==> config.mk <==
export PLATFORM = sky130hd
export DESIGN_NAME = ct_arbiter_flat
export DESIGN_NICKNAME = d
export VERILOG_FILES = /design/src/rtl/ct_arb_pkg.sv /design/src/rtl/ct_arbiter_if.sv /design/src/rtl/ct_arbiter_rr_pick.sv /design/src/rtl/ct_arbiter.sv /design/src/flat_wrapper.sv
export SDC_FILE = /design/constraint.sdc
export NUM_CORES = 1
export LEC_CHECK = 0
export ABC_AREA = 1
export CAP_MARGIN = 20
export CORE_MARGIN = 5
export CORE_UTILIZATION = 36
export DETAILED_ROUTE_END_ITERATION = 8
export GPL_ROUTABILITY_DRIVEN = 0
export PLACE_DENSITY = 0.71
export SYNTH_ARGS = -nofsm -noshare
export SYNTH_HDL_FRONTEND = slang
export SYNTH_HIERARCHICAL = 1
export SYNTH_SLANG_ARGS = --single-unit
==> constraint.sdc <==
create_clock -name clk -period 1.6 [get_ports clk]
set_input_delay 0.32 -clock clk [delete_from_list [all_inputs] [get_ports clk]]
set_output_delay 0.32 -clock clk [all_outputs]
set_load 0.005 [all_outputs]
==> src/rtl/ct_arb_pkg.sv <==
// ct_arb_pkg: shared defaults and FSM state type for the ciphertext read arbiter.
package ct_arb_pkg;

    localparam int DEF_NUM_REQ = 2;
    localparam int DEF_ADDR_W  = 8;
    localparam int DEF_DATA_W  = 8;

    // One access in flight: sample/latch in IDLE, memory reads in ISSUE,
    // data is registered on the CAPTURE -> IDLE edge.
    typedef enum logic [1:0] {
        ST_IDLE    = 2'd0,
        ST_ISSUE   = 2'd1,
        ST_CAPTURE = 2'd2
    } arb_state_e;

endpackage : ct_arb_pkg

==> src/rtl/ct_arbiter_if.sv <==
// ct_arbiter_if: requester-side bundle of the ciphertext read arbiter.
// master = requester side, slave = arbiter side.
interface ct_arbiter_if #(
    parameter int NUM_REQ = ct_arb_pkg::DEF_NUM_REQ,
    parameter int ADDR_W  = ct_arb_pkg::DEF_ADDR_W,
    parameter int DATA_W  = ct_arb_pkg::DEF_DATA_W
);
    logic [NUM_REQ-1:0]        req;
    logic [NUM_REQ*ADDR_W-1:0] addr;
    logic [NUM_REQ-1:0]        gnt;
    logic [NUM_REQ-1:0]        rdvalid;
    logic [DATA_W-1:0]         rddata;
    logic                      busy;

    modport master (
        output req, addr,
        input  gnt, rdvalid, rddata, busy
    );

    modport slave (
        input  req, addr,
        output gnt, rdvalid, rddata, busy
    );
endinterface : ct_arbiter_if

==> src/rtl/ct_arbiter_rr_pick.sv <==
// rr_pick: combinational winner selection. Searches cyclically starting
// at the port after 'last'; tying 'last' to NUM_REQ-1 yields fixed
// lowest-index priority.
module rr_pick #(
    parameter int NUM_REQ = 2,
    parameter int PTR_W   = 1
) (
    input  logic [NUM_REQ-1:0] req,
    input  logic [PTR_W-1:0]   last,
    output logic [NUM_REQ-1:0] winner
);
    int   idx;
    logic found;

    // First requesting port after 'last', one-hot encoded.
    always_comb begin
        // NOTE: every output gets a default before the loop so no latch is inferred.
        winner = '0;
        found  = 1'b0;
        idx    = 0;
        for (int off = 1; off <= NUM_REQ; off++) begin
            idx = (int'(last) + off) % NUM_REQ;
            if (!found && req[idx]) begin
                winner[idx] = 1'b1;
                found       = 1'b1;
            end
        end
    end
endmodule : rr_pick

==> src/rtl/ct_arbiter.sv <==
// ct_arbiter: arbitrates NUM_REQ read requesters onto one single-port
// ciphertext memory with a 1-cycle read latency. One access in flight.
// Build option: define CT_ARB_ROUND_ROBIN_EN for round-robin on contention;
// otherwise lowest-index requester always wins.
module ct_arbiter
    import ct_arb_pkg::*;
#(
    parameter int NUM_REQ = DEF_NUM_REQ,
    parameter int ADDR_W  = DEF_ADDR_W,
    parameter int DATA_W  = DEF_DATA_W
) (
    input  logic              clk,
    input  logic              rst,
    ct_arbiter_if.slave       bus,
    output logic [ADDR_W-1:0] mem_addr,
    input  logic [DATA_W-1:0] mem_q
);
    localparam int PTR_W = (NUM_REQ > 1) ? $clog2(NUM_REQ) : 1;

    arb_state_e         state;
    logic [NUM_REQ-1:0] winner;
    logic [NUM_REQ-1:0] owner;
    logic [NUM_REQ-1:0] gnt_q;
    logic [NUM_REQ-1:0] rdvalid_q;
    logic [DATA_W-1:0]  rddata_q;
    logic [ADDR_W-1:0]  sel_addr;
    logic [PTR_W-1:0]   last;

`ifdef CT_ARB_ROUND_ROBIN_EN
    logic [PTR_W-1:0] win_idx;

    // Index of the one-hot winner, used to advance the pointer.
    always_comb begin
        win_idx = '0;
        for (int i = 0; i < NUM_REQ; i++) begin
            if (winner[i]) win_idx = PTR_W'(i);
        end
    end

    // Last-granted pointer; starts at NUM_REQ-1 so port 0 leads after reset.
    always_ff @(posedge clk or posedge rst) begin
        if (rst) begin
            last <= PTR_W'(NUM_REQ - 1);
        end else if (state == ST_IDLE && |bus.req) begin
            last <= win_idx;
        end
    end
`else
    // Fixed priority: a constant pointer makes the cyclic search start at port 0.
    assign last = PTR_W'(NUM_REQ - 1);
`endif

    rr_pick #(
        .NUM_REQ (NUM_REQ),
        .PTR_W   (PTR_W)
    ) u_pick (
        .req    (bus.req),
        .last   (last),
        .winner (winner)
    );

    // Address slice belonging to the winning port.
    always_comb begin
        sel_addr = '0;
        for (int i = 0; i < NUM_REQ; i++) begin
            if (winner[i]) sel_addr = bus.addr[i*ADDR_W +: ADDR_W];
        end
    end

    // Access FSM with registered gnt/rdvalid/rddata/mem_addr.
    always_ff @(posedge clk or posedge rst) begin
        if (rst) begin
            state     <= ST_IDLE;
            owner     <= '0;
            gnt_q     <= '0;
            rdvalid_q <= '0;
            rddata_q  <= '0;
            mem_addr  <= '0;
        end else begin
            // NOTE: non-blocking so every branch reads pre-edge state.
            gnt_q     <= '0;
            rdvalid_q <= '0;
            case (state)
                ST_IDLE: begin
                    if (|bus.req) begin
                        owner    <= winner;
                        gnt_q    <= winner;
                        mem_addr <= sel_addr;
                        state    <= ST_ISSUE;
                    end
                end
                ST_ISSUE: begin
                    state <= ST_CAPTURE;
                end
                ST_CAPTURE: begin
                    rddata_q  <= mem_q;
                    rdvalid_q <= owner;
                    state     <= ST_IDLE;
                end
                default: begin
                    state <= ST_IDLE;
                end
            endcase
        end
    end

    assign bus.gnt     = gnt_q;
    assign bus.rdvalid = rdvalid_q;
    assign bus.rddata  = rddata_q;
    assign bus.busy    = (state != ST_IDLE);

endmodule : ct_arbiter

==> src/flat_wrapper.sv <==
// flat-port wrapper written by rule: the top's interface ports become plain ports
module ct_arbiter_flat import ct_arb_pkg::*;
#(
    parameter int NUM_REQ = DEF_NUM_REQ,
    parameter int ADDR_W  = DEF_ADDR_W,
    parameter int DATA_W  = DEF_DATA_W
)
  (clk, rst, mem_addr, mem_q, bus_req, bus_addr, bus_gnt, bus_rdvalid, bus_rddata, bus_busy);
  ct_arbiter_if #(.NUM_REQ(NUM_REQ), .ADDR_W(ADDR_W), .DATA_W(DATA_W)) bus_i ();
  input  logic clk;
  input  logic rst;
  output logic [ADDR_W-1:0] mem_addr;
  input  logic [DATA_W-1:0] mem_q;
  input wire logic [$bits(bus_i.req)-1:0] bus_req;
  input wire logic [$bits(bus_i.addr)-1:0] bus_addr;
  output wire logic [$bits(bus_i.gnt)-1:0] bus_gnt;
  output wire logic [$bits(bus_i.rdvalid)-1:0] bus_rdvalid;
  output wire logic [$bits(bus_i.rddata)-1:0] bus_rddata;
  output wire logic [$bits(bus_i.busy)-1:0] bus_busy;
  assign bus_i.req = bus_req;
  assign bus_i.addr = bus_addr;
  assign bus_gnt = bus_i.gnt;
  assign bus_rdvalid = bus_i.rdvalid;
  assign bus_rddata = bus_i.rddata;
  assign bus_busy = bus_i.busy;
  ct_arbiter #(.NUM_REQ(NUM_REQ), .ADDR_W(ADDR_W), .DATA_W(DATA_W)) u_core (.clk(clk), .rst(rst), .bus(bus_i), .mem_addr(mem_addr), .mem_q(mem_q));
endmodule
Yosys cells after proc, flatten, opt, wreduce, memory -nomap -nowiden:

Index checks and enable logic that the tools add are counted.

* input bits: 28
* register bits after elaboration: 24
* logic and storage cells: 25
* output and inout bits: 21

* reductions and logical operators: 6
* eq/ne operators: 3
* mux-type cells: 10

Operators by type and width (number)
* 2-to-1 mux 8 bit: 2
* 2-to-1 mux 2 bit: 5
* case mux 2 bit (2 select lines): 1
* == test 2 x 1 -> 1 bit (second input constant): 1
* == test 2 bit (second input constant): 1
* zero test 2 bit: 1
* 2-to-1 mux 1 bit: 2
* inequality test 2 x 1 -> 1 bit (second input constant): 1
* AND reduction 2 bit: 1
* nonzero test 2 bit: 1
* OR reduction 2 bit: 1
* logical AND 1 bit: 1
* zero test 1 bit: 1

Longest topological paths before layout:

Gate-level depths: netlist (run 1).

* depth in word-level cells: 6
* mapped depth: 8
* depth with buffers taken out: 7

By module:

The synthesis (run 1) kept the hierarchy.

By module, submodules not included
* ct_arbiter: times used 1, seq. area each 600.6 sq um, area each 1084.8 sq um, cells each 125
* rr_pick: times used 1, seq. area each 0.0 sq um, area each 20.0 sq um, cells each 5

Worst setup path after synthesis (run 1):

No wires, ideal clock.

* kind: in2reg
* start: in bus_req[1]
* end: reg u_core.mem_addr[5]
* library setup time: 0.116 ns
* path buffers: 1
* data required time: 1.484 ns
* arrival: 0.894 ns
* stages: 8
* slack: 0.590 ns
* path through: inv_1 a21oi_1 buf_6 inv_2 nand3_1 nand2_1 nand2_2 nand2_1

* cells in the longest elaborated chain, start to end: 3
* elaborated cells on any way between the ends: 5
* those cells by class: mux: 2; reduce/logical: 3

RTL lines
* start, declared: RTL line flat_wrapper.sv:14 `input wire logic [$bits(bus_i.req)-1:0] bus_req;`
* logical AND 1 bit: RTL line ct_arbiter_rr_pick.sv:23 `if (!found && req[idx]) begin`
* 2-to-1 mux 2 bit: RTL line ct_arbiter_rr_pick.sv:23
* via u_core.winner[1]: RTL line ct_arbiter.sv:21 `logic [NUM_REQ-1:0] winner;`
* 2-to-1 mux 8 bit: RTL line ct_arbiter.sv:66 `if (winner[i]) sel_addr = bus.addr[i*ADDR_W +: ADDR_W];`
* end signal, assigned: RTL line ct_arbiter.sv:88 `mem_addr <= sel_addr;`
* end, declared: RTL line ct_arbiter.sv:15 `output logic [ADDR_W-1:0] mem_addr,`

The timed path passes the listed nets, and every way through them passes these cells.
A chain may end at the register's enable or synchronous reset.

Final worst setup path (run 1):

* start: reg u_core.mem_addr[5]
* end: out mem_addr[5]

RTL lines
* end, declared: RTL line flat_wrapper.sv:12 `output logic [ADDR_W-1:0] mem_addr;`

No word-level cell between the ends.

==> impl_metrics.py, run 1 <==
metrics = {
    "outcome": {
        "status": "finished clean",
    },
    "global_route": {
        "antenna_found_initial": 0,
        "track_usage_pct": 13.40,
        "grt_pass1_wl_um": 4491,
        "first_global_vias": 1037,
        "grt_max_degree": 25,
        "grt_overflow": 0,
    },
    "floorplanning": {
        "ioPinCount": 49,
        "fp.coreArea_um2": 3003,
        "num_rows": 20,
        "die_height_um": 65.40,
        "die_w_um": 65.40,
        "start_util_pct": 36.79,
        "die_area_um2": 4277,
    },
    "critical_path": {
        "worstPathCellList": "clkdlybuf4s50_1",
        "worst_path_dominant_cell_family": "buffers and inverters",
        "crit_arrival_ns": 1.20,
        "worstPathRequired_ns": 1.28,
        "crit_path_end_kind": "primary output",
        "worstPathMaxFanout": 2,
        "start_kind": "flip-flop",
        "cp_num_buf_inv": 1,
        "crit_type": "flip-flop to primary output",
        "cpPeakStageDelay_ns": 0.51,
        "cp_slowest_cell": "clkdlybuf4s50_1",
    },
    "timing": {
        "fin_ws_ns": 0.07970,
        "hold_viol": 0,
        "rsz0062_at_grt": "false",
        "fin_setup_tns_ns": 0,
        "fmax_mhz": 657.8,
        "finalCritPeriodShare_pct": 95.02,
        "slew_viol_final": 0,
        "clock_skew_ns": 0.005452,
        "period_needed_ns": 1.520,
        "setup_violations": 0,
    },
    "power": {
        "peakVddDrop_mv": 0.6794,
        "p_comb_share_pct": 49.2,
        "pwr-share-seq_pct": 38.4,
        "power.internal_w": 0.001681,
        "p_leak_nw": 0.8938,
        "p_per_area_nw_per_um2": 1489,
        "switching_share_pct": 33.86,
        "switching_power_w": 0.0008606,
        "clock_power_share_pct": 12.4,
    },
    "synth": {
        "yosysSeqAreaShare_pct": 54.36,
        "synth_edf_count": 0,
        "ys_ff_latch": 24,
        "synthCells": 130,
        "synth_cell_types": 17,
        "synth_flop_cell": "dfrtp_1",
        "syn_avg_cell_area_um2": 8.499,
        "yosys_warnings": 6,
        "syn_area_um2": 1105,
        "synthArstFlopShare_pct": 100.0,
    },
    "clocking": {
        "cts_tree": "done",
        "cts_sinks": 24,
        "holdBufCountCts": 0,
        "insertion_delay_ns": 0.31,
        "htree_levels": 1,
        "clkTransAtPathRegs_ns": 0.13,
        "cts_buffer_depth": 2,
        "clockRootBuffer": "clkbuf_4",
        "cts_made_buffers": 3,
    },
    "detailed_routing": {
        "vias_per_cell": 4.498,
        "num_vias": 994,
        "drc_errors": 0,
        "wl_per_cell_um": 12.14,
        "initialDrtViolationCount": 53,
        "drtPass1Iterations": 4,
        "final_antenna_net_count": 0,
        "routed_wl_um": 2683,
    },
    "layout": {
        "drive_above_1_share_pct": 17.55,
        "areaGrowthSynthToFinish_pct": 54.47,
        "fin_cells": 221,
        "finalNetCount": 217,
        "fillers": 293,
        "diodes": 0,
    },
    "flow_run": {
        "cap_violations": 0,
    },
    "placement": {
        "place_inst": 216,
        "dp_hpwl_um": 2092,
        "io_buffers": 48,
        "preCtsSetupSlack_ns": -0.03510,
    },
    "worst_hold_path": {
        "min_path_type": "primary input to asynchronous set/reset pin",
    },
}
worst paths after layout:
check                                          start                   end  slack [ns]  depth (start not counted)
worst min-delay path                             rst  u_core/bus.rddata[0]        0.34                          3
worst max-delay path              u_core/mem_addr[5]           mem_addr[5]        0.08                          1
max in group asynchronous                        rst    u_core/mem_addr[1]        1.03                          3
worst max register to register       u_core/state[1]       u_core/owner[1]        0.41                          6
min in group clk                u_core/bus.rddata[1]  u_core/bus.rddata[1]        0.49                          2
worst min register to register  u_core/bus.rddata[1]  u_core/bus.rddata[1]        0.49                          2
cell type report:
| class | count | area [um^2] | share of cell area (%) |
|---|---|---|---|
| timing repair buffer | 58 | 569.3 | 33.36 |
| inverter | 9 | 33.78 | 1.979 |
| multi-input combinational | 93 | 425.4 | 24.93 |
| sequential | 24 | 600.6 | 35.19 |
| clock buffer | 4 | 36.28 | 2.126 |
| tap | 33 | 41.29 | 2.419 |
logic make-up after synthesis:
family	Yosys count	synth area share, %
AOI/OAI and AO/OA	2	1.245
buffers and inverters	14	7.475
DFF	24	54.36
other	1	0.3394
and+or+nand+nor	89	36.58
repair_timing:
action / 4_1_cts / 5_1_grt
gates resized for setup: 1 / 1
gates cloned: 0 / 0
setup endpoints to repair: 1 / 1
setup buffers: 1 / 0
metrics by stage:
step | utilization, % | hold slack (ns) | power, W | area, um^2
2_1_floorplan | - | 0.3346 | 0.001572 | 1109
3_3_place_gp | 55.33 | 0.4560 | 0.002223 | 1662
5_1_grt | 56.83 | 0.3883 | 0.002725 | 1707
3_5_place_dp | 55.33 | 0.4657 | 0.002250 | 1662
4_1_cts | 56.75 | 0.3463 | 0.002581 | 1704
6_report | 56.83 | 0.3426 | 0.002541 | 1707
flip-flops by register name (all words and copies together) (netlist names):
register	count
u_core/bus.gnt	2
u_core/bus.rddata	8
u_core/bus.rdvalid	2
u_core/mem_addr	8
u_core/owner	2
u_core/state	2
cells in the final DEF, fill, tap and decap left out, drive strengths merged:
master         instances
o21ai                  1
nand3                 16
clkdlybuf4s50         46
dfrtp                 24
a21oi                  1
dlygate4sd2            1
buf                   10
nand2                 67
dlymetal6s2s           1
conb                   2
inv                    9
nor2                   6
clkbuf                 4
cells in the mapped netlist, types with 2 or more instances:
cell type,count,area [um^2]
nand2_2,10,62.56
dfrtp_1,24,600.6
buf_2,2,10.01
inv_2,4,15.01
nor2_1,4,15.01
nand2_1,55,206.5
inv_1,5,18.77
nand3_1,16,80.08
nand2_4,2,22.52
routing by layer:
layer	wire (um)	vias up	GRT usage (%)
met5	0	-	0
met4	40	0	5.959
met3	273	6	4.615
met2	1231	45	22.50
met1	1138	433	15.33
li1	-	510	-
power by group through the flow:
stage	registers [W]	logic [W]	clock network, W
2_1_floorplan	0.00100	0.000572	0
3_3_place_gp	0.000984	0.00124	0
3_5_place_dp	0.000990	0.00126	0
4_1_cts	0.000980	0.00127	0.000328
5_1_grt	0.00101	0.00137	0.000347
6_report	0.000976	0.00125	0.000314
(Power assumes the default switching activity.)
==> run 2, diff against run 1 <==
--- a/config.mk
+++ b/config.mk
@@ -8,10 +8,10 @@
 export ABC_AREA = 1
 export CAP_MARGIN = 20
 export CORE_MARGIN = 5
-export CORE_UTILIZATION = 36
+export CORE_UTILIZATION = 44
 export DETAILED_ROUTE_END_ITERATION = 8
 export GPL_ROUTABILITY_DRIVEN = 0
-export PLACE_DENSITY = 0.71
+export PLACE_DENSITY = 0.84
 export SYNTH_ARGS = -nofsm -noshare
 export SYNTH_HDL_FRONTEND = slang
 export SYNTH_HIERARCHICAL = 1
==> run 2 against run 1 <==
Effect of this change: non-clock buffer count decreased by 2; sequential power about the same; final cell count decreased by 2.3%; flip-flop and latch count unchanged; clock power decreased by 2%; total power decreased by 2.1%; register-to-register slack got worse by 0.02 ns; critical endpoint unchanged.
==> impl_metrics.py, run 2 (synthesized netlist as in run 1, its figures left out) <==
metrics = {
    "outcome": {
        "status": "finished clean",
    },
    "layout": {
        "diodes": 0,
        "drive_above_1_share_pct": 16.67,
        "fillers": 216,
        "fin_util_pct": 68.78,
        "fin_cells": 216,
        "areaGrowthSynthToFinish_pct": 51.42,
        "seq_area_um2": 600.6,
        "finalNetCount": 215,
        "final_cell_mix": "nand2_1 (55), clkdlybuf4s50_1 (47), dfrtp_1 (24), nand3_1 (16), nand2_2 (10)",
        "multiInputGateArea_um2": 425.4,
        "final_common_cell": "nand2_1",
    },
    "floorplanning": {
        "die_area_um2": 3613,
        "start_util_pct": 45.42,
        "ioPinCount": 49,
        "die_height_um": 60.11,
        "num_rows": 18,
        "fp.coreArea_um2": 2432,
        "die_w_um": 60.11,
    },
    "timing": {
        "setup_violations": 0,
        "hold_ws_ns": 0.3318,
        "fin_ws_ns": 0.06885,
        "fmax_mhz": 653.1,
        "slew_viol_final": 0,
        "fin_setup_tns_ns": 0,
        "period_needed_ns": 1.531,
        "hold_viol": 0,
        "clock_skew_ns": 0.004546,
        "rsz0062_at_grt": "false",
        "finalCritPeriodShare_pct": 95.70,
    },
    "detailed_routing": {
        "routed_wl_um": 2554,
        "final_antenna_net_count": 0,
        "drc_errors": 0,
        "drtPass1Iterations": 4,
        "initialDrtViolationCount": 23,
        "wl_per_cell_um": 11.82,
        "num_vias": 1025,
        "vias_per_cell": 4.745,
    },
    "critical_path": {
        "cp_slowest_cell": "clkdlybuf4s50_1",
        "cp_num_buf_inv": 1,
        "r2r_setup_slack_ns": 0.39,
        "start_kind": "flip-flop",
        "worstPathRequired_ns": 1.28,
        "worstReg2RegEnd": "u_core/mem_addr[0]",
        "crit_type": "flip-flop to primary output",
        "worstPathMaxFanout": 2,
        "cpPeakStageDelay_ns": 0.51,
        "worst_path_dominant_cell_family": "buffers and inverters",
        "worstPathCellList": "clkdlybuf4s50_1",
        "r2r_start": "u_core/state[1]",
        "crit_arrival_ns": 1.21,
        "crit_path_end_kind": "primary output",
        "r2r_cells": 6,
    },
    "power": {
        "p_comb_share_pct": 48.3,
        "p_per_area_nw_per_um2": 1487,
        "p_leak_nw": 0.8660,
        "clock_power_share_pct": 12.4,
        "peakVddDrop_mv": 1.089,
        "switching_share_pct": 34.31,
        "power.internal_w": 0.001634,
        "switching_power_w": 0.0008536,
        "pwr-share-seq_pct": 39.3,
    },
    "global_route": {
        "grt_max_degree": 25,
        "grt_pass1_wl_um": 4291,
        "antenna_found_initial": 0,
        "first_global_vias": 1081,
        "grt_overflow": 0,
        "track_usage_pct": 15.83,
    },
    "placement": {
        "place_inst": 211,
        "preCtsSetupSlack_ns": -0.03976,
        "io_buffers": 48,
        "dp_hpwl_um": 2016,
    },
    "clocking": {
        "insertion_delay_ns": 0.31,
        "cts_tree": "done",
        "cts_buffer_depth": 2,
        "clkTransAtPathRegs_ns": 0.12,
        "cts_sinks": 24,
        "cts_made_buffers": 3,
        "htree_levels": 1,
        "clockRootBuffer": "clkbuf_4",
    },
    "flow_run": {
        "cap_violations": 0,
    },
    "worst_hold_path": {
        "min_path_type": "primary input to asynchronous set/reset pin",
    },
}
[run 2: worst max-delay path by stage]
stage,from,endpoint,slack (ns),cells after the start
floorplan,bus_req[1],u_core/mem_addr[5],0.59,8
global placement,bus_req[0],u_core/mem_addr[3],0.006,8
detailed placement,bus_req[0],u_core/mem_addr[0],-0.04,8
CTS,u_core/mem_addr[1],mem_addr[1],0.05,1
global route,u_core/mem_addr[1],mem_addr[1],0.006,1
finish,u_core/mem_addr[5],mem_addr[5],0.07,1
[run 2: layout make-up]
cell class | instances | area share, %
Clock buffer | 4 | 2.169
Multi-Input combinational cell | 93 | 25.43
Tap cell | 30 | 2.244
Timing Repair Buffer | 56 | 32.24
Sequential cell | 24 | 35.90
Inverter | 9 | 2.019
[run 2: layer usage]
| layer | part of all wire, % | vias to the layer above | GRT usage (%) |
|---|---|---|---|
| li1 | - | 505 | - |
| met2 | 45 | 52 | 26.08 |
| met4 | 0.86 | 0 | 8.228 |
| met5 | 0 | - | 0 |
| met1 | 42 | 464 | 18.96 |
| met3 | 12 | 4 | 3.888 |
[run 2: what timing repair did]
item                                   in CTS  in global routing
setup buffers                               0                  1
endpoints found under the hold margin       0                  0
hold buffers                                0                  0
gates resized for setup                     1                  0
setup endpoints to repair                   1                  1
[run 2: per-stage QoR]
| stage | total power [W] | cell area [um^2] |
|---|---|---|
| 2_1_floorplan | 0.001572 | 1109 |
| 3_5_place_dp | 0.002197 | 1630 |
| 3_3_place_gp | 0.002157 | 1630 |
| 4_1_cts | 0.002504 | 1665 |
| 6_report | 0.002488 | 1673 |
| 5_1_grt | 0.002673 | 1673 |
[run 2: power by group through the flow]
stage	combinational (W)	sequential [W]	clock [W]
2_1_floorplan	0.000572	0.00100	0
3_3_place_gp	0.00118	0.000979	0
3_5_place_dp	0.00121	0.000988	0
4_1_cts	0.00121	0.000979	0.000320
5_1_grt	0.00133	0.00101	0.000334
6_report	0.00120	0.000977	0.000309
